File: src/rtl/sequential_mul_if.sv
// sequential_mul_if: request/result bundle for the shift-add multiplier.
//   master : drives flag, multiplicand, multiplier; observes the results
//   slave  : the multiplier itself
//   flag          start request, level-sampled on each rising clk
//   multiplicand  operand A (A_W bits), captured on the accepting edge
//   multiplier    operand B (B_W bits), captured on the accepting edge
//   product       registered A*B (A_W+B_W bits)
//   scaled        registered product >> B_W (A_W bits)
//   busy          operation in flight (LOAD or MULT)
//   done          result valid, ready for a new request
interface sequential_mul_if #(
    parameter int A_W = 16,
    parameter int B_W = 8
);
    logic                 flag;
    logic [A_W-1:0]       multiplicand;
    logic [B_W-1:0]       multiplier;
    logic [A_W+B_W-1:0]   product;
    logic [A_W-1:0]       scaled;
    logic                 busy;
    logic                 done;

    modport master (
        output flag, multiplicand, multiplier,
        input  product, scaled, busy, done
    );

    modport slave (
        input  flag, multiplicand, multiplier,
        output product, scaled, busy, done
    );
endinterface

File: src/rtl/sequential_mul.sv
// sequential_mul: multi-cycle shift-add multiplier, one multiplier bit per
// clock, MSB first. Rebuilds a count-domain value from a fixed-point
// quotient and its divisor: scaled = (multiplicand * multiplier) >> B_W.
//
// Ports:
//   clk    system clock, rising edge
//   n_rst  asynchronous active-low reset
//   bus    sequential_mul_if.slave (flag, operands in; product, scaled,
//          busy, done out)
//
// Build option:
//   SEQ_MUL_ROUND_EN  defined -> scaled is round-half-up with saturation;
//                     undefined -> scaled is the truncated upper A_W bits.
//                     product is the same in both builds.
module sequential_mul #(
    parameter int A_W = 16,
    parameter int B_W = 8
) (
    input  logic             clk,
    input  logic             n_rst,
    sequential_mul_if.slave  bus
);
    localparam int P_W   = A_W + B_W;
    localparam int CNT_W = (B_W > 1) ? $clog2(B_W) : 1;
    localparam logic [CNT_W-1:0] CNT_LAST = CNT_W'(B_W - 1);

    localparam logic [1:0] S_IDLE = 2'd0;
    localparam logic [1:0] S_LOAD = 2'd1;
    localparam logic [1:0] S_MULT = 2'd2;
    localparam logic [1:0] S_DONE = 2'd3;

    logic [1:0]       state;
    logic [A_W-1:0]   a_q;
    logic [B_W-1:0]   b_q;
    logic [P_W-1:0]   acc_q;
    logic [CNT_W-1:0] cnt_q;
    logic [P_W-1:0]   prod_q;
    logic [A_W-1:0]   scaled_q;

    logic [P_W-1:0]   next_acc;
    logic [A_W-1:0]   scaled_next;

    // MSB-first shift-add: after B_W steps acc holds A*B exactly.
    always_comb begin
        next_acc = {acc_q[P_W-2:0], 1'b0};
        if (b_q[B_W-1])
            next_acc = next_acc + P_W'(a_q);
    end

`ifdef SEQ_MUL_ROUND_EN
    // (p + 2^(B_W-1)) >> B_W equals upper(p) + p[B_W-1]; the extra top bit
    // catches a carry out of A_W bits, which saturates.
    logic [A_W:0] rnd_q;
    always_comb begin
        rnd_q       = {1'b0, next_acc[P_W-1:B_W]} + {{A_W{1'b0}}, next_acc[B_W-1]};
        scaled_next = rnd_q[A_W] ? {A_W{1'b1}} : rnd_q[A_W-1:0];
    end
`else
    always_comb begin
        scaled_next = next_acc[P_W-1:B_W];
    end
`endif

    always_ff @(posedge clk or negedge n_rst) begin
        if (!n_rst) begin
            state    <= S_IDLE;
            a_q      <= '0;
            b_q      <= '0;
            acc_q    <= '0;
            cnt_q    <= '0;
            prod_q   <= '0;
            scaled_q <= '0;
        end else begin
            case (state)
                S_IDLE, S_DONE: begin
                    // DONE accepts a new request directly (back-to-back).
                    if (bus.flag) begin
                        a_q   <= bus.multiplicand;
                        b_q   <= bus.multiplier;
                        state <= S_LOAD;
                    end
                end
                S_LOAD: begin
                    acc_q <= '0;
                    cnt_q <= '0;
                    state <= S_MULT;
                end
                S_MULT: begin
                    acc_q <= next_acc;
                    b_q   <= {b_q[B_W-2:0], 1'b0};
                    cnt_q <= cnt_q + CNT_W'(1);
                    if (cnt_q == CNT_LAST) begin
                        prod_q   <= next_acc;
                        scaled_q <= scaled_next;
                        state    <= S_DONE;
                    end
                end
                default: state <= S_IDLE;
            endcase
        end
    end

    assign bus.product = prod_q;
    assign bus.scaled  = scaled_q;
    assign bus.busy    = (state == S_LOAD) || (state == S_MULT);
    assign bus.done    = (state == S_DONE);
endmodule

File: src/flat_wrapper.sv
// flat-port wrapper written by rule: the top's interface ports become plain ports
module sequential_mul_flat 
#(
    parameter int A_W = 16,
    parameter int B_W = 8
)
  (clk, n_rst, bus_flag, bus_multiplicand, bus_multiplier, bus_product, bus_scaled, bus_busy, bus_done);
  sequential_mul_if #(.A_W(A_W), .B_W(B_W)) bus_i ();
  input  logic clk;
  input  logic n_rst;
  input wire logic [$bits(bus_i.flag)-1:0] bus_flag;
  input wire logic [$bits(bus_i.multiplicand)-1:0] bus_multiplicand;
  input wire logic [$bits(bus_i.multiplier)-1:0] bus_multiplier;
  output wire logic [$bits(bus_i.product)-1:0] bus_product;
  output wire logic [$bits(bus_i.scaled)-1:0] bus_scaled;
  output wire logic [$bits(bus_i.busy)-1:0] bus_busy;
  output wire logic [$bits(bus_i.done)-1:0] bus_done;
  assign bus_i.flag = bus_flag;
  assign bus_i.multiplicand = bus_multiplicand;
  assign bus_i.multiplier = bus_multiplier;
  assign bus_product = bus_i.product;
  assign bus_scaled = bus_i.scaled;
  assign bus_busy = bus_i.busy;
  assign bus_done = bus_i.done;
  sequential_mul #(.A_W(A_W), .B_W(B_W)) u_core (.clk(clk), .n_rst(n_rst), .bus(bus_i));
endmodule
File: config.mk
export PLATFORM = sky130hd
export DESIGN_NAME = sequential_mul_flat
export DESIGN_NICKNAME = d
export VERILOG_FILES = /design/src/rtl/sequential_mul_if.sv /design/src/rtl/sequential_mul.sv /design/src/flat_wrapper.sv
export SDC_FILE = /design/constraint.sdc
export NUM_CORES = 1
export LEC_CHECK = 0
export BUFFER_PORTS_ARGS = -buffer_cell sky130_fd_sc_hd__clkbuf_2
export CAP_MARGIN = 25
export CORE_ASPECT_RATIO = 0.5
export CORE_MARGIN = 5
export CORE_UTILIZATION = 52
export CTS_CLUSTER_DIAMETER = 100
export CTS_CLUSTER_SIZE = 20
export DETAILED_ROUTE_END_ITERATION = 6
export HOLD_SLACK_MARGIN = 0.03
export MAX_ROUTING_LAYER = met4
export PLACE_DENSITY_LB_ADDON = 0.2
export SETUP_SLACK_MARGIN = 0.05
export SYNTH_ARGS = -nofsm -noshare
export SYNTH_HDL_FRONTEND = slang
export SYNTH_SLANG_ARGS = --single-unit
File: constraint.sdc
create_clock -name clk -period 2.4 [get_ports clk]
set_clock_uncertainty 0.1 [all_clocks]
set_input_delay 0.72 -clock clk [delete_from_list [all_inputs] [get_ports clk]]
set_output_delay 0.72 -clock clk [all_outputs]
set_load 0.1 [all_outputs]
# --- Yosys cells after proc, flatten, opt, wreduce, memory -nomap -nowiden ---
# Index checks and enable logic that the tools add are counted.
word_totals:
  ff_bits: 92
  output_inout_bits: 42
  in_bits: 27
  word_cells: 32
op_classes:
  n_reduce_logical: 9
  add_sub_neg: 2
  muxes: 8
  n_eq_ne: 6
ops:
  columns: ["cell", "n"]
  rows:
  - ["case mux 23 bit (2 select lines)", 1]
  - ["adder 24 x 16 -> 24 bit", 1]
  - ["2-to-1 mux 24 bit", 1]
  - ["case mux 8 bit (2 select lines)", 1]
  - ["2-to-1 mux 8 bit", 1]
  - ["AND reduction 2 bit", 4]
  - ["case mux 2 bit (3 select lines)", 1]
  - ["case mux 3 bit (2 select lines)", 1]
  - ["== test 2 bit, second input constant", 2]
  - ["2-to-1 mux 2 bit", 2]
  - ["nonzero test 2 bit", 2]
  - ["adder 3 x 1 -> 3 bit, second input constant", 1]
  - ["== test 3 bit, second input constant", 1]
  - ["== test 2 x 1 -> 1 bit, second input constant", 1]
  - ["logical NOT 2 bit", 1]
  - ["!= test 2 x 1 -> 1 bit, second input constant", 1]
  - ["!= test 2 bit, second input constant", 1]
  - ["OR reduction 2 bit", 1]
  - ["logical OR 1 bit", 1]

# --- Depth between registers and ports, before layout ---
# Gate-level depths: netlist of the first run.
logic_depth:
  depth_word: 4
  depth_mapped: 10
  mapped_depth_nobuf: 9

# --- Worst setup path after synthesis of the first run ---
# No wires, ideal clock.
synth_timing:
  path_kind: "flip-flop to output port"
  start: "reg u_core.state[0]"
  end: "out bus_busy"
  path_buffers: 2
  stages_incl_launch_ff: 6
  slack_ns: -0.384
  t_required_ns: 1.580
  t_arrival_ns: 1.964
  path_cell_list: "dfrtp_1 -> inv_1 -> ha_1 -> clkbuf_1 -> inv_1 -> clkbuf_1"
synth_between:
  elab_chain_cells: 2
  word_cells_on_any_way: 3
  cone_classes: "2 x eq/ne; 1 x reduce/logical"
synth_rtl:
  columns: ["item", "line_no", "source"]
  rows:
  - ["from (decl)", "sequential_mul.sv:32", "logic [1:0] state;"]
  - ["from (signal assigned)", "sequential_mul.sv:66", "state <= S_IDLE;"]
  - ["from (signal assigned)", "sequential_mul.sv:80", "state <= S_LOAD;"]
  - ["from (signal assigned)", "sequential_mul.sv:86", "state <= S_MULT;"]
  - ["== test 2 x 1 -> 1 bit or == test 2 bit (tied branches)", "sequential_mul.sv:105", "assign bus.busy = (state == S_LOAD) || (state == S_MULT);"]
  - ["logical OR 1 bit (*)", "sequential_mul.sv:105", null]
  - ["to (decl)", "flat_wrapper.sv:16", "output wire logic [$bits(bus_i.busy)-1:0] bus_busy;"]
# Every way passes the cells marked *; elsewhere a longest branch is shown, timed or not.

# --- Worst setup path in the final report of the first run ---
layout_timing:
  start: "reg u_core.acc_q[0]"
  end: "reg u_core.acc_q[21]"
layout_between:
  elab_chain_cells: 3
layout_rtl:
  columns: ["item", "line_no", "source"]
  rows:
  - ["from (decl)", "sequential_mul.sv:35", "logic [P_W-1:0] acc_q;"]
  - ["from (signal assigned)", "sequential_mul.sv:89", "acc_q <= next_acc;"]
  - ["adder 24 x 16 -> 24 bit", "sequential_mul.sv:47", "next_acc = next_acc + P_W'(a_q);"]
  - ["2-to-1 mux 24 bit", "sequential_mul.sv:46", "if (b_q[B_W-1])"]
  - ["case mux 23 bit (2 select lines)", "sequential_mul.sv:74", "case (state)"]
# Every way passes these cells.
# A chain may end at the register's enable or synchronous reset.

==> summary.txt, run 1 <==
status - complete, but fails checks
failing checks - negative setup slack
peak supply drop - 839 uV
RSZ-0062 raised after global routing - true
Sw Share - 41.8%
post-synth top area share - 41.9%
Mapped Area - 4540 um^2
Rows - 24
Cell Area, Placed - 5250 um^2
Power Density - 1300 nW/um^2
routed metal-1 wirelength - 5.56 mm
layout cell share with drive strength beyond 1 - 35.0%
clock share of power - 20.7%
CTS tree - yes
I/O Buffers - 68
storage element area - 1900 um^2
CTS sink count - 76
Final HPWL DP - 8.31 mm
min cycle time layout - 2.52 ns
Crit-path slowest cell - or4_4
clock slew at reported path FFs - 0.06 ns
sequential share of the synthesized area - 41.9%
core area - 8620 um^2
via count - 4156
Async S/R FF share, synth - 100%
total power - 7.71 mW
Fillers - 677
H-tree depth - 3
LEAKAGE - 2.80 nW
global-route usage over all layers - 23.9%
Highest Signal Layer - met4
diode count - 0
Die ar. - 10800 um^2
clk root buf - clkbuf_16
critical path capture point type - flop
worst-case clock buffer depth - 2
worst-skew pair later-pin latency - 0.34 ns
top cells by count, synth - 76 x dfrtp_1, 60 x nand2_1, 51 x o21ai_0
sequential share of power - 24.1%
global-route wire length before repair - 20.4 mm
Hold Fails Final Rpt - 0
synth warn - 0
FF+latch count, synth - 76
cell taking the most area after synthesis - dfrtp_1
gp weighted congestion - 0.907
area delta synth->final - 30.8%
met2 wire len - 5.90 mm
Slew HR - 63.5%
CP max stage delay - 0.56 ns
pin count of the biggest net entering global routing - 50
Final Slew Violations - 0
Starting DRT DRC Count - 284
global route overflow - 0
P_sw - 3.22 mW
Gate power share - 55.2%
Max Cap Viol - 0
Place WS - -0.110 ns
CP required - 2.51 ns
critical path, cell by cell - ha_2 -> inv_2 -> fa_2 -> nor2b_4 -> o2111ai_4 -> a21oi_2 -> or4_4 -> and3_1 -> or3_1
Post-Syn Nets - 543
crit path max fanout - 7
post-route setup slack - -0.116 ns
vias in the first global route - 4164
CP Launch Type - flop
Die Ht - 76.1 um
Post-synth EDFFs - 0
Worst setup startpoint - u_core.acc_q[0]$_DFFE_PN0P_
Starting Density - 52.6%
io pins - 69
Synth area leaders - dfrtp_1 42%, mux2_2 5.7%, o21ai_0 5.6%
WL per Instance - 16.9 um
top_reg_cell synth - dfrtp_1
fmax - 397 MHz
Routed Antenna Nets - 0
total CTS buffers - 9
Layout Cells excl Fill - 719
CP Class - flop to flop
routed wire length - 12.1 mm
Worst Path Arrival - 2.63 ns
routed vias/inst - 5.78
Internal - 4.49 mW
Core Util, Final - 68.8%
synthesized area per cell - 9.17 um^2
Slew @ Worst Pin - 0.550 ns
Final Cycle Share - 105%
multi-input combinational cell area - 2590 um^2
Cell variety after synth - 55
Placed Cells - 688
final instance area - 5930 um^2
Die Width - 142 um
Syn Inst Count - 495
Finish-stage setup viols - 4
Layout Nets - 645
initial antenna violation count - 0
Hold Path Class - input pin to asynchronous set/reset pin
met3 routed WL - 452 um
Pre-antenna DRT Iters - 5
most common cell in the netlist - dfrtp_1
DRC errors left - 0
RR Startpoint - u_core.acc_q[0]$_DFFE_PN0P_
[cells in the final DEF (no fill, tap or decap), types with 7 or more instances in the layout]
cell       count
dfrtp_1       76
clkbuf_2      66
buf_4         61
nand2_1       60
o21ai_0       40
a21oi_1       27
mux2_2        23
nand3_1       20
nor2_1        17
o22ai_1       16
inv_1         13
ha_1          13
and3_1        11
o21ai_1       11
a21o_1        10
clkbuf_16      9
a31oi_1        7
[cell type report]
class,instances,share of cell area (%)
timing repair buffer,134,14.9
multi-input combinational,360,43.6
clock inverter,4,1.60
clock buffer,12,4.32
tap,117,2.47
inverter,16,1.01
sequential,76,32.1
[power by group through the flow]
stage	logic (mW)	clock network (mW)	registers, mW
after floorplan	2.57	0	1.79
after global placement	3.67	0	1.83
after detailed placement	3.75	0	1.85
after CTS	4.00	1.62	1.83
after global routing	4.63	1.69	1.89
final	4.25	1.60	1.86
[flip-flops by register name, indices dropped and copies added, names as in the netlist]
| signal | flops |
|---|---|
| u_core.acc_q | 23 |
| u_core.a_q | 16 |
| u_core.bus.scaled | 16 |
| u_core.b_q | 8 |
| u_core.bus.product | 8 |
| u_core.cnt_q | 3 |
| u_core.state | 2 |
[path summary, 6_finish.rpt]
check	to	slack (ns)	cells after the start
worst max-delay path	u_core.acc_q[21]$_DFFE_PN0P_	-0.12	9
worst min-delay path	u_core.bus.product[3]$_DFFE_PN0P_	0.20	1
worst max register to register	u_core.acc_q[21]$_DFFE_PN0P_	-0.12	9
worst min register to register	u_core.bus.product[0]$_DFFE_PN0P_	0.38	2
max in group asynchronous	u_core.acc_q[21]$_DFFE_PN0P_	1.40	2
min in group clk	u_core.bus.product[0]$_DFFE_PN0P_	0.38	2
[kinds of logic after synthesis]
group	synth area share, %
AND/OR/NAND/NOR	17.2
adder cells (fa/ha/maj)	5.96
multiplexers	7.03
XOR/XNOR	0.965
flip-flops	41.9
AO/OA/AOI/OAI	20.5
buffers and inverters	6.37
[metal layers]
layer / track usage [%] / vias to the layer above
met5: - / -
met1: 30.2 / 2032
li1: - / 2019
met4: 6.32 / 0
met2: 39.3 / 86
met3: 4.95 / 19
[timing repair]
action | 4_1_cts | 5_1_grt
gates resized for setup | 14 | 33
hold buffers | 0 | 0
pin swaps | 11 | 16
setup buffers | 10 | 7
hold endpoints to repair | 0 | 0
setup endpoints to repair | 19 | 30
[critical path, delay by kind of cell (launching register included)]
family	cells	cell delay [ns]
buffers and inverters	1	0.06
AO/OA/AOI/OAI	2	0.31
AND/OR/NAND/NOR	4	1.12
flip-flops	1	0.39
adder cells (fa/ha/maj)	2	0.43
[through the flow]
stage          setup TNS, ns  hold WS [ns]
4_1_cts               -0.150         0.218
3_3_place_gp          -0.160         0.363
5_1_grt                -1.08         0.224
3_5_place_dp          -0.249         0.374
2_1_floorplan        -0.0160         0.324
6_report              -0.185         0.200
(Power assumes the default switching activity.)
==> inputs of run 2 (changes only) <==
CORE_UTILIZATION = 53   (was 52)
clock period = 3.25 ns   (was 2.4 ns; I/O delays follow)
==> run 2 against run 1 <==
The run now ends clean. Combinational power fell by 43%. Die area decreased by 1.7%. Register-to-register slack better by 0.53 ns. Clock-buffer cell count decreased by 1. Sequential share of layout area grew 4.5 points. Sequential cell count unchanged. Hold slack improved by 0.18 ns. Sequential power fell by 27%. Clock power is 31% lower. Cell count fell by 8.6%. Fmax fell by 11%. Critical path type unchanged. Largest cell class unchanged.
==> summary.txt, run 2 (synthesis results as in run 1) <==
RSZ-0062 raised after global routing - false
io pins - 69 (unchanged)
hold depth - 2
max reg flops - 23 (unchanged)
diode count - 0 (unchanged)
DRC errors left - 0 (unchanged)
Layout Nets - 588 (-8.8%)
Slew @ Worst Pin - 0.776 ns (+0.226 ns)
layout cell share with drive strength beyond 1 - 22.8% (-12 points)
Finish-stage setup viols - 0 (-4)
I/O Buffers - 68 (unchanged)
Final HPWL DP - 7.60 mm (-8.6%)
critical path capture point type - flop
Die ar. - 10600 um^2 (-1.7%)
Worst Path Arrival - 2.94 ns (+0.31 ns)
Place WS - 0.440 ns (+0.550 ns)
fmax - 353 MHz (-11%)
Slew HR - 48.2% (-15 points)
CTS sink count - 76 (unchanged)
clock slew at reported path FFs - 0.06 ns (about the same)
Die Width - 141 um (-0.88%)
Starting DRT DRC Count - 286 (+0.70%)
WL per Instance - 16.2 um (-3.8%)
CP Launch Type - flop
Core Util, Final - 63.6% (-5.2 points)
post_cts resized - 0 (-14)
core area - 8170 um^2 (-5.2%)
vias in the first global route - 3726 (-11%)
HP Start - u_core.bus.product[1]$_DFFE_PN0P_
r2r setup slk - 0.41 ns (+0.53 ns)
cts hold-fix bufs - 0 (unchanged)
routed metal-1 wirelength - 5.18 mm (-6.8%)
worst-case clock buffer depth - 2 (unchanged)
total CTS buffers - 9 (unchanged)
setup_tns - 0 ns (+0.185 ns)
Rows - 23 (-4.2%)
Post-CTS Setup Bufs - 0 (-10)
Power Density - 937 nW/um^2 (-28%)
RR Endpoint - u_core.acc_q[21]$_DFFE_PN0P_
LEAKAGE - 2.47 nW (-12%)
Highest Signal Layer - met4
Routed Antenna Nets - 0 (unchanged)
worst-skew pair later-pin latency - 0.33 ns (about the same)
initial antenna violation count - 0 (unchanged)
global route overflow - 0 (unchanged)
CP Class - flop to flop
Starting Density - 55.5% (+2.9 points)
most frequent cells in the layout - 76 x dfrtp_1, 66 x clkbuf_2, 60 x nand2_1
peak supply drop - 618 uV (-26%)
RR Startpoint - u_core.acc_q[0]$_DFFE_PN0P_
leading cell type in the layout, fill and taps excluded - dfrtp_1
Min-Delay Endpoint - u_core.bus.product[1]$_DFFE_PN0P_
met2 wire len - 4.87 mm (-17%)
via count - 3842 (-7.6%)
R2R depth - 9 (unchanged)
status - completed
crit path max fanout - 14 (+7)
routed wire length - 10.6 mm (-12%)
global-route usage over all layers - 22.6% (-1.2 points)
Max Cap Viol - 0 (unchanged)
Hold Fails Final Rpt - 0 (unchanged)
pin count of the biggest net entering global routing - 54 (+8.0%)
Die Ht - 75.4 um (-0.83%)
routed vias/inst - 5.85 (+1.2%)
gp weighted congestion - 0.979 (+7.9%)
min cycle time layout - 2.84 ns (+0.320 ns)
Hold Path Class - flop to flop
met3 routed WL - 445 um (-1.5%)
clk root buf - clkbuf_16
Final Cycle Share - 87.3% (-18 points)
CTS tree - yes
Most flops, register - u_core.acc_q
Final Slew Violations - 0 (unchanged)
global-route wire length before repair - 18.6 mm (-8.5%)
H-tree depth - 3 (unchanged)
Pre-antenna DRT Iters - 6 (+1)
CP required - 3.36 ns (+0.85 ns)
post-route setup slack - 0.414 ns (+0.530 ns)
area delta synth->final - 14.6%
==> run 2: cell count changes in the layout (fill, tap and decap cells not counted), moves of 3 or more <==
cell | before | now
a31oi_2 | 4 | 0
nand3_2 | 3 | 0
buf_4 | 61 | 10
a21oi_1 | 27 | 30
nand3_1 | 20 | 23
a31oi_1 | 7 | 13
ha_1 | 13 | 20
o21ai_0 | 40 | 51
ha_4 | 6 | 0
buf_6 | 5 | 0
o21ai_1 | 11 | 0
==> run 2: area by class of cell <==
cell class | count | area, um^2
well taps | 112 | 140
clock inverters | 5 | 85.1
flip-flops and latches | 76 | 1900
fillers | 695 | 2970
multi-input cells | 360 | 2350
inverters | 16 | 60.1
clock buffers | 11 | 243
repair buffers | 77 | 425
==> run 2: metrics by stage <==
step / total power, mW / cells / cell area, um^2 / hold slack, ns
after detailed placement: 3.77 / 641 / 4870 / 0.370
final: 4.87 / 657 / 5200 / 0.382
after floorplan: 3.18 / 495 / 4540 / 0.357
after global routing: 5.24 / 657 / 5200 / 0.400
after global placement: 3.72 / 641 / 4870 / 0.363
after CTS: 4.88 / 657 / 5200 / 0.384
==> run 2: where the power goes <==
part	switching [mW]	internal [mW]
registers	0.184	1.18
logic	1.52	0.894
clock network	0.399	0.696
total	2.10	2.77
==> run 2: critical path, stage by stage, from the launching register on <==
cell and delay [ns]:
dfrtp_1 0.39, ha_1 0.22, inv_1 0.07, fa_1 0.23, nor2b_4 0.06, o2111ai_1 0.27, a21oi_1 0.20, or4_4 0.62
and3_1 0.19, or3_1 0.37
==> run 2: per-layer routing <==
layer,up-vias,global-route usage [%]
li1,1895,-
met4,0,6.02
met1,1840,29.9
met5,-,-
met3,20,4.83
met2,87,36.2
==> run 2: how the worst max path moves through the flow <==
stage | from | to | slack, ns | cells after the start
finish | u_core.acc_q[0]$_DFFE_PN0P_ | u_core.acc_q[21]$_DFFE_PN0P_ | 0.41 | 9
global route | u_core.acc_q[0]$_DFFE_PN0P_ | u_core.acc_q[21]$_DFFE_PN0P_ | 0.26 | 9
CTS | u_core.acc_q[0]$_DFFE_PN0P_ | u_core.acc_q[21]$_DFFE_PN0P_ | 0.44 | 9
detailed placement | u_core.acc_q[0]$_DFFE_PN0P_ | u_core.acc_q[21]$_DFFE_PN0P_ | 0.44 | 9
global placement | u_core.acc_q[0]$_DFFE_PN0P_ | u_core.acc_q[21]$_DFFE_PN0P_ | 0.52 | 9
floorplan | u_core.state[0]$_DFFE_PN0P_ | bus_busy | 0.21 | 5
